`src/rtl/gt_serial_cmp.sv`:
```
// gt_serial_cmp: sequential unsigned magnitude comparator, one 2-bit slice per clock, MSB first.
// Optional feature macro: GT_SERIAL_EARLY_EXIT_EN (stop on the first differing slice).
// Without the macro every compare takes WIDTH/2 cycles (constant time).
module gt_serial_cmp #(
  parameter int WIDTH = 8
) (
  input  logic             clk,
  input  logic             reset_n,
  input  logic             start,
  input  logic [WIDTH-1:0] a,
  input  logic [WIDTH-1:0] b,
  output logic             busy,
  output logic             done,
  output logic             gt,
  output logic             eq,
  output logic             lt
);

  localparam int S_MAX = WIDTH / 2;
  localparam int IW    = (S_MAX > 1) ? $clog2(S_MAX) : 1;

  typedef enum logic [1:0] {
    ST_IDLE = 2'd0,
    ST_CMP  = 2'd1,
    ST_DONE = 2'd2
  } state_t;

  state_t state_reg, state_next;

  // Operands shift left by one slice per cycle so the slice under test is always the top two bits
  logic [WIDTH-1:0] a_sh_reg, b_sh_reg;
  logic [IW-1:0]    idx_reg;
  // Result accumulators: first differing slice wins, later slices cannot overturn it
  logic             gt_acc_reg, lt_acc_reg;
  logic             gt_reg, eq_reg, lt_reg;

  logic [1:0] slice_a, slice_b;
  logic       slice_gt, slice_lt;
  logic       decided, res_gt, res_lt;
  logic       last_slice, finish, accept;

  // Slice compare and completion decision for the current CMP cycle
  always_comb begin
    slice_a    = a_sh_reg[WIDTH-1 -: 2];
    slice_b    = b_sh_reg[WIDTH-1 -: 2];
    slice_gt   = (slice_a > slice_b);
    slice_lt   = (slice_a < slice_b);
    decided    = gt_acc_reg | lt_acc_reg;
    res_gt     = gt_acc_reg | (~decided & slice_gt);
    res_lt     = lt_acc_reg | (~decided & slice_lt);
    last_slice = (idx_reg == '0);
`ifdef GT_SERIAL_EARLY_EXIT_EN
    finish     = last_slice | slice_gt | slice_lt;
`else
    finish     = last_slice;
`endif
    // A request is taken whenever no compare is running, including the done cycle
    accept     = start & (state_reg != ST_CMP);
  end

  // State register
  always_ff @(posedge clk or negedge reset_n) begin
    if (!reset_n) state_reg <= ST_IDLE;
    else          state_reg <= state_next;
  end

  // Next-state logic
  always_comb begin
    state_next = state_reg;
    case (state_reg)
      ST_IDLE: if (start) state_next = ST_CMP;
      ST_CMP:  if (finish) state_next = ST_DONE;
      ST_DONE: state_next = start ? ST_CMP : ST_IDLE;
      default: state_next = ST_IDLE;
    endcase
  end

  // Output decode: busy and done are pure functions of the state
  always_comb begin
    busy = (state_reg == ST_CMP);
    done = (state_reg == ST_DONE);
  end

  // Datapath: operand capture, slice walk and result publication at completion
  always_ff @(posedge clk or negedge reset_n) begin
    if (!reset_n) begin
      a_sh_reg   <= '0;
      b_sh_reg   <= '0;
      idx_reg    <= '0;
      gt_acc_reg <= 1'b0;
      lt_acc_reg <= 1'b0;
      gt_reg     <= 1'b0;
      eq_reg     <= 1'b0;
      lt_reg     <= 1'b0;
    end else if (accept) begin
      a_sh_reg   <= a;
      b_sh_reg   <= b;
      idx_reg    <= IW'(S_MAX - 1);
      gt_acc_reg <= 1'b0;
      lt_acc_reg <= 1'b0;
      gt_reg     <= 1'b0;
      eq_reg     <= 1'b0;
      lt_reg     <= 1'b0;
    end else if (state_reg == ST_CMP) begin
      a_sh_reg   <= a_sh_reg << 2;
      b_sh_reg   <= b_sh_reg << 2;
      idx_reg    <= idx_reg - IW'(1);
      gt_acc_reg <= res_gt;
      lt_acc_reg <= res_lt;
      // Flags stay clear until the compare completes so no partial result leaks out
      if (finish) begin
        gt_reg <= res_gt;
        lt_reg <= res_lt;
        eq_reg <= ~(res_gt | res_lt);
      end
    end
  end

  assign gt = gt_reg;
  assign eq = eq_reg;
  assign lt = lt_reg;

endmodule

```
`config.mk`:
```
export PLATFORM = sky130hd
export DESIGN_NAME = gt_serial_cmp
export DESIGN_NICKNAME = d
export VERILOG_FILES = /design/src/rtl/gt_serial_cmp.sv
export SDC_FILE = /design/constraint.sdc
export NUM_CORES = 1
export LEC_CHECK = 0
export CORE_UTILIZATION = 49
export DETAILED_ROUTE_END_ITERATION = 6
export PLACE_DENSITY = 0.79
export SETUP_SLACK_MARGIN = 0.02
export SKIP_CTS_REPAIR_TIMING = 1
export SLEW_MARGIN = 20
export SYNTH_ARGS = -nofsm -noshare
export SYNTH_HDL_FRONTEND = slang
export SYNTH_SLANG_ARGS = --single-unit
```
`constraint.sdc`:
```
create_clock -name clk -period 1.7 [get_ports clk]
set_clock_uncertainty 0.05 [all_clocks]
set_input_delay 0.255 -clock clk [delete_from_list [all_inputs] [get_ports clk]]
set_output_delay 0.255 -clock clk [all_outputs]
set_load 0.005 [all_outputs]
```
==> Yosys cells after proc, flatten, opt, wreduce, memory -nomap -nowiden <==
Index checks and enable logic that the tools add are counted.
{ "word_totals": {"ff_bits": 25, "output_inout_bits": 5} }
{ "op_classes": {"add_sub_neg": 1, "magnitude_cmp": 2, "eq_ne": 5, "muxes": 23, "n_bitwise": 9, "n_reduce_logical": 6} }
{ "op_table": {"columns": ["operator", "n"], "rows": [
  ["$mux W8", 4],
  ["$mux W1", 14],
  ["$mux W2", 4],
  ["$pmux W2 S3", 1],
  ["$logic_not A2 Y1", 2],
  ["$ne A2 B1 Y1 const B", 2],
  ["$or A1 B1 Y1", 4],
  ["$reduce_and A2 Y1", 2],
  ["$reduce_bool A2 Y1", 2],
  ["$and A1 B1 Y1", 3],
  ["$eq A2 B1 Y1 const B", 1],
  ["$eq A2 B2 Y1 const B", 1],
  ["$gt A2 B2 Y1", 1],
  ["$lt A2 B2 Y1", 1],
  ["$ne A2 B2 Y1 const B", 1],
  ["$not A1 Y1", 2],
  ["$sub A2 B1 Y2 const B", 1]
]} }

==> Logic depth before layout (Yosys ltp) <==
Gate-level depths: netlist of run 1.
{ "depth": {"depth_word": 9, "ltp_mapped": 6, "depth_no_buf": 6} }

==> Worst setup path after synthesis of run 1 <==
No wires, ideal clock.
{ "synth_path": {"path_kind": "register -> register", "start": "register a_sh_reg[7]", "end": "register eq_reg, in the netlist eq", "setup_ns": 0.122, "arrival_time_ns": 1.086, "required_time_ns": 1.528, "path_slack_ns": 0.442, "path_stages_with_launch": 5, "n_path_buf": 0, "period_less_slack_ns": 1.258, "path_cell_list": "dfrtp_1 -> ha_1 -> nand2b_1 -> a21oi_1 -> a32o_1"} }
{ "synth_via": {"elab_chain_len": 8, "elab_cells_between_ends": 11, "classes_between": "2 x order compare; 3 x mux; 6 x bitwise"} }
{ "synth_rtl": {"columns": ["item", "line", "source"], "rows": [
  ["start, declared", "31", "logic [WIDTH-1:0] a_sh_reg, b_sh_reg;"],
  ["start signal, assigned", "105", "a_sh_reg <= a_sh_reg << 2;"],
  ["$gt A2 B2 Y1 / $lt A2 B2 Y1 (equally long branches)", "46, 47", null],
  ["$and A1 B1 Y1, on equally long branches", "49, 50", null],
  ["$or A1 B1 Y1, on equally long branches", "49, 50", null],
  ["$or A1 B1 Y1 *", "114", "eq_reg <= ~(res_gt | res_lt);"],
  ["$not A1 Y1 *", "114", null],
  ["$mux W1 *", "111", "if (finish) begin"],
  ["$mux W1 *", "104", "end else if (state_reg == ST_CMP) begin"],
  ["$mux W1 *", "95", "end else if (accept) begin"],
  ["end signal, assigned", "114", null],
  ["end, declared", "35", "logic gt_reg, eq_reg, lt_reg;"]
]} }
Mark *: on every way between the ends. The rest lies on a longest branch, timed or not. The select of a mux whose other input is x is not followed.
A chain may end at the register's enable or synchronous reset.

==> Worst setup path after layout of run 1 <==
{ "layout_path": {"start": "register gt_reg, in the netlist gt", "end": "output port gt"} }
{ "layout_rtl": {"columns": ["item", "line", "source"], "rows": [
  ["start, declared", "35", null],
  ["start signal, assigned", "112", "gt_reg <= res_gt;"],
  ["end, declared", "14", "output logic gt,"]
]} }
No word-level cell between the ends.

==> results of run 1 <==
## metrics by stage
| stage | cells | setup WS [ps] | area, um^2 | power, mW | TNS (ps) |
|---|---|---|---|---|---|
| 3_5_place_dp | 159 | 240 | 1450 | 2.02 | 0 |
| 4_1_cts | 163 | -76.5 | 1470 | 2.28 | -76.5 |
| 2_1_floorplan | 109 | 442 | 1170 | 1.68 | 0 |
| 3_3_place_gp | 159 | 248 | 1450 | 1.96 | 0 |
| 6_report | 166 | 193 | 1500 | 2.31 | 0 |
| 5_1_grt | 166 | 123 | 1500 | 2.52 | 0 |
## routing by layer
layer | up-vias | GRT usage | wire length [um]
met1 | 397 | 0.237 | 958
met2 | 20 | 0.320 | 1010
met4 | 0 | 0.0833 | 27
met5 | - | 0 | 0
li1 | 434 | - | -
met3 | 4 | 0.0364 | 67
## cell families after synthesis
| kind of cell | count (synthesis) | synth area share |
|---|---|---|
| flip-flops | 25 | 0.536 |
| AO/OA/AOI/OAI | 26 | 0.136 |
| AND/OR/NAND/NOR | 26 | 0.104 |
| buffers and inverters | 13 | 0.0536 |
| adder cells (fa/ha/maj) | 3 | 0.0322 |
| multiplexers | 16 | 0.137 |
## synth_stat cells, types with 2 or more instances
cell type,instances
dfrtp_1,25
mux2i_1,16
nand2_1,15
o21ai_0,14
inv_1,6
nor2_1,6
a21oi_1,4
buf_2,3
ha_1,3
a32o_1,2
inv_4,2
o2bb2ai_1,2
## worst max-delay path by stage
stage / to / slack, ps / cells after the start / from
2_1_floorplan: eq / 440 / 4 / a_sh_reg[7]
3_3_place_gp: a_sh_reg[7] / 250 / 4 / start
3_5_place_dp: a_sh_reg[7] / 240 / 4 / start
4_1_cts: busy / -80 / 3 / state_reg[1]
5_1_grt: gt / 120 / 1 / gt
6_report: gt / 190 / 1 / gt
## layout make-up
type | count | area (um^2)
multi-input combinational | 71 | 478
timing repair buffer | 30 | 300
sequential | 25 | 626
inverter | 8 | 35.0
fill | 194 | 733
clock buffer | 4 | 26.3
tap | 28 | 35.0
## cell usage in the layout, fill, tap and decap left out, drive strengths merged
| cell type | synthesis | layout |
|---|---|---|
| o21ai | 14 | 14 |
| clkbuf | 1 | 4 |
| a32o | 2 | 2 |
| ha | 3 | 3 |
| a22o | 1 | 1 |
| buf | 4 | 7 |
| a21oi | 5 | 5 |
| dfrtp | 25 | 25 |
| o22ai | 1 | 1 |
| nor2 | 6 | 6 |
| nand2 | 16 | 16 |
| clkdlybuf4s50 | 0 | 21 |
| nor3 | 1 | 1 |
| nor2b | 1 | 1 |
| mux2i | 16 | 16 |
| o21a | 1 | 1 |
| o2bb2ai | 2 | 2 |
| nand2b | 2 | 2 |
| dlymetal6s2s | 0 | 2 |
| inv | 8 | 8 |
## where the power goes
part	leakage (nW)	total (mW)	internal [mW]	switching, mW
logic	0.405	1.05	0.511	0.541
clock network	0.0150	0.262	0.0919	0.170
registers	0.318	0.997	0.848	0.148
==> out/qor.yml, run 1 <==
status: "completed"
synth_nets: 131
max_stage_delay_ps: 500
synthTopCellsByArea: "dfrtp_1, mux2i_1, o21ai_0"
pin_count: 24
wire_per_inst_um: 12.4
cts_sinks: 25
die_area_um2: 2580
cp-end-kind: "primary output"
final_hold_viol_count: 0
criticalPathCategory: "flop to primary output"
vias_per_cell: 5.15
via_count: 855
hold_path.class: "input pin to async pin"
worstSkewPairLatency_ps: 320
cellPowerDensity_nw_per_um2: 1540
dr.pass1.iters: 4
reg2regPathDepth: 8
fp.coreArea_um2: 2230
path_max_fanout: 2
clkSlewWorstSetupHoldPaths_ps: 130
worst_slew_pin_slew_ps: 310
cp_cell_sequence: "clkdlybuf4s50_1"
yosys.cell_types.count: 23
grt_setup_unrepaired: "no"
r2r_setup_slack_ps: 250
crit_required_ps: 1390
ir_drop_mv: 0.948
min_period_over_period: 0.887
synth_edf_count: 0
setup_viol: 0
ys_seq_area_frac: 0.536
ys.flop_type: "dfrtp_1"
final_layout_size_suffix_gt1_frac: 0.109
grt_overflow: 0
diodes: 0
gp_congestion: 0.857
area_growth_pct: 28.6
numCtsBuffers: 3
start_util: 0.522
grt_pass1_vias: 829
drt_wl_total_mm: 2.07
timing.rr.start: "state_reg[0]"
cts_buffer_depth: 2
crit_buf_inv: 1
netlist_area_um2: 1170
max-cap-violations: 0
fmax_ghz: 0.663
drt_iter0_markers: 11
antenna_found_initial: 0
fin_crit_ps: 1510
grt_start_max_net_pins: 26
yosys_warnings: 0
drtAntennaViolNets: 0
yosys.area.top_type_share: 0.536
arrival_ps: 1200
detailed_place_hpwl_mm: 1.50
cts_tree: "yes"
fin_nets: 161
startpoint_type: "flop"
leakagePower_nw: 0.738
fp-row-count: 17
grt_usage: 0.190
portBuffers: 23
root_buffer: "clkbuf_4"
synth_top_cell_by_area: "dfrtp_1"
path_delay_family: "buffers and inverters"
h-tree-depth: 1
ys_ff_latch: 25
hold_slack_ps: 234
slew_headroom: 0.793
regToRegEndpoint: "gt"
grt_first_pass_wirelength_mm: 3.58
synth_area_per_cell_um2: 10.7
synthArstFlopShare: 1.00
slowest_stage: "clkdlybuf4s50_1"
die_h_um: 50.8
slew_viol_final: 0
die_w_um: 50.8
fin_util: 0.672
netlist_instances: 109
remaining_drc_errors: 0
Power figures use the tool's default switching activity.
==> inputs of run 2 (changes only) <==
- REMOVE_ABC_BUFFERS: unset -> 1
==> run 2 against run 1 <==
Against the previous run: sequential power is essentially flat; first-iteration DRC count rose by 9.1%; sequential cell count did not move; combinational power hardly changed; register-to-register slack lost 50 ps; clock-buffer cell count is the same; wire length up 1.1%; critical endpoint is now gt; highest routed layer unchanged.
==> out/qor.yml, run 2 (synthesized netlist as in run 1, its figures left out) <==
status: "completed"  # unchanged
slew_viol_final: 0  # unchanged
fin_util: 0.667  # was 0.672
grt_usage: 0.201  # was 0.190
drtAntennaViolNets: 0  # unchanged
cts_buffer_depth: 2  # unchanged
criticalPathCategory: "flop to flop"  # was flop to primary output
slew_headroom: 0.791  # was 0.793
grt_pass1_vias: 875  # was 829
reg2regPathDepth: 8  # unchanged
cts_tree: "yes"  # unchanged
startpoint_type: "flop"  # unchanged
cellPowerDensity_nw_per_um2: 1540  # about the same
max-cap-violations: 0  # unchanged
final_hold_viol_count: 0  # unchanged
slowest_stage: "dfrtp_1"  # was clkdlybuf4s50_1
cp-end-kind: "flop"  # was primary output
place_ws_ps: 202  # was 240 ps
root_buffer: "clkbuf_4"  # unchanged
final_layout_size_suffix_gt1_frac: 0.0956  # was 0.109
cts_sinks: 25  # unchanged
die_w_um: 50.8  # unchanged
regToRegEndpoint: "gt"  # unchanged
fin_area_um2: 1490  # was 1500 um^2
setup_viol: 0  # unchanged
portBuffers: 23  # unchanged
drt_wl_total_mm: 2.09  # was 2.07 mm
dr.pass1.iters: 4  # unchanged
r2r_setup_slack_ps: 200  # was 250 ps
die_area_um2: 2580  # unchanged
fmax_ghz: 0.667  # was 0.663 GHz
die_h_um: 50.8  # unchanged
ir_drop_mv: 0.940  # was 0.948 mV
numCtsBuffers: 3  # unchanged
final_common_cell: "dfrtp_1"  # unchanged
via_count: 842  # was 855
cp_cell_sequence: "buf_4 > nand2b_4 > inv_8 > buf_4 > nand2_4 > inv_4 > o21a_1 > a22o_1"  # was clkdlybuf4s50_1
arrival_ps: 1670  # was 1200 ps
area_growth_pct: 27.8  # was 28.6%
fin_crit_ps: 1500  # was 1510 ps
vias_per_cell: 5.13  # was 5.15
leakagePower_nw: 0.730  # was 0.738 nW
worstSkewPairLatency_ps: 310  # was 320 ps
grt_overflow: 0  # unchanged
clkSlewWorstSetupHoldPaths_ps: 130  # about the same
path_max_fanout: 22  # was 2
wire_per_inst_um: 12.7  # was 12.4 um
min_period_over_period: 0.882  # was 0.887
fin_nets: 159  # was 161
final_cell_mix: "dfrtp_1, clkdlybuf4s50_1, mux2i_1, nand2_1, o21ai_0"  # unchanged
grt_first_pass_wirelength_mm: 3.74  # was 3.58 mm
hold_slack_ps: 233  # was 234 ps
grt_start_max_net_pins: 26  # unchanged
gp_congestion: 0.887  # was 0.857
diodes: 0  # unchanged
dpl_cell_area_um2: 1440  # was 1450 um^2
detailed_place_hpwl_mm: 1.58  # was 1.50 mm
pin_count: 24  # unchanged
crit_required_ps: 1870  # was 1390 ps
start_util: 0.522  # unchanged
crit_top_cell: "buf_4"
fin_ws_ps: 201  # was 193 ps
fp-row-count: 17  # unchanged
drt_iter0_markers: 12  # was 11
max_stage_delay_ps: 400  # was 500 ps
hold_path.class: "input pin to async pin"  # unchanged
timing.rr.start: "state_reg[0]"  # unchanged
worst_slew_pin_slew_ps: 313  # was 310 ps
h-tree-depth: 1  # unchanged
fp.coreArea_um2: 2230  # unchanged
remaining_drc_errors: 0  # unchanged
grt_setup_unrepaired: "no"  # unchanged
antenna_found_initial: 0  # unchanged
[run 2: cell types whose count changed in the layout (fill, tap and decap cells not counted), sizes merged]
cell | before | now
buf | 7 | 5
[run 2: how the worst max path moves through the flow]
| stage | startpoint | end | slack (ps) | cells past startpoint |
|---|---|---|---|---|
| finish | state_reg[0] | gt | 200 | 8 |
| global route | state_reg[0] | gt | 130 | 8 |
| CTS | state_reg[1] | busy | -160 | 3 |
| detailed placement | state_reg[1] | eq | 200 | 7 |
| global placement | state_reg[1] | busy | 230 | 3 |
| floorplan | a_sh_reg[7] | eq | 440 | 4 |
[run 2: final cells by class]
class	count	area, um^2
timing repair buffer	28	285
clock buffer	4	26.3
sequential	25	626
inverter	8	40.0
fill	184	743
tap	28	35.0
multi-input combinational	71	478
[run 2: metrics by stage]
step | std cells | total power, mW | TNS (ps)
6_report | 164 | 2.29 | 0
3_3_place_gp | 158 | 1.95 | 0
3_5_place_dp | 158 | 2.00 | 0
4_1_cts | 162 | 2.26 | -159
2_1_floorplan | 104 | 1.63 | 0
5_1_grt | 164 | 2.50 | 0
[run 2: layer usage]
| metal | share of wire | global-route usage |
|---|---|---|
| met2 | 0.48 | 0.349 |
| met5 | 0 | 0 |
| met3 | 0.035 | 0.0303 |
| met1 | 0.47 | 0.249 |
| met4 | 0.014 | 0.0787 |
[run 2: worst max-delay path, delay by kind of cell, from the launching register on]
family | cells | cell delay, ps
buffers and inverters | 4 | 430
DFF | 1 | 400
AOI/OAI and AO/OA | 2 | 320
and+or+nand+nor | 2 | 190
[run 2: power breakdown]
part | internal, mW | leakage, nW | total (mW) | switching, mW
sequential | 0.849 | 0.318 | 1.00 | 0.152
clock | 0.0917 | 0.0150 | 0.258 | 0.167
combinational | 0.483 | 0.397 | 1.03 | 0.550
total | 1.42 | 0.730 | 2.29 | 0.869
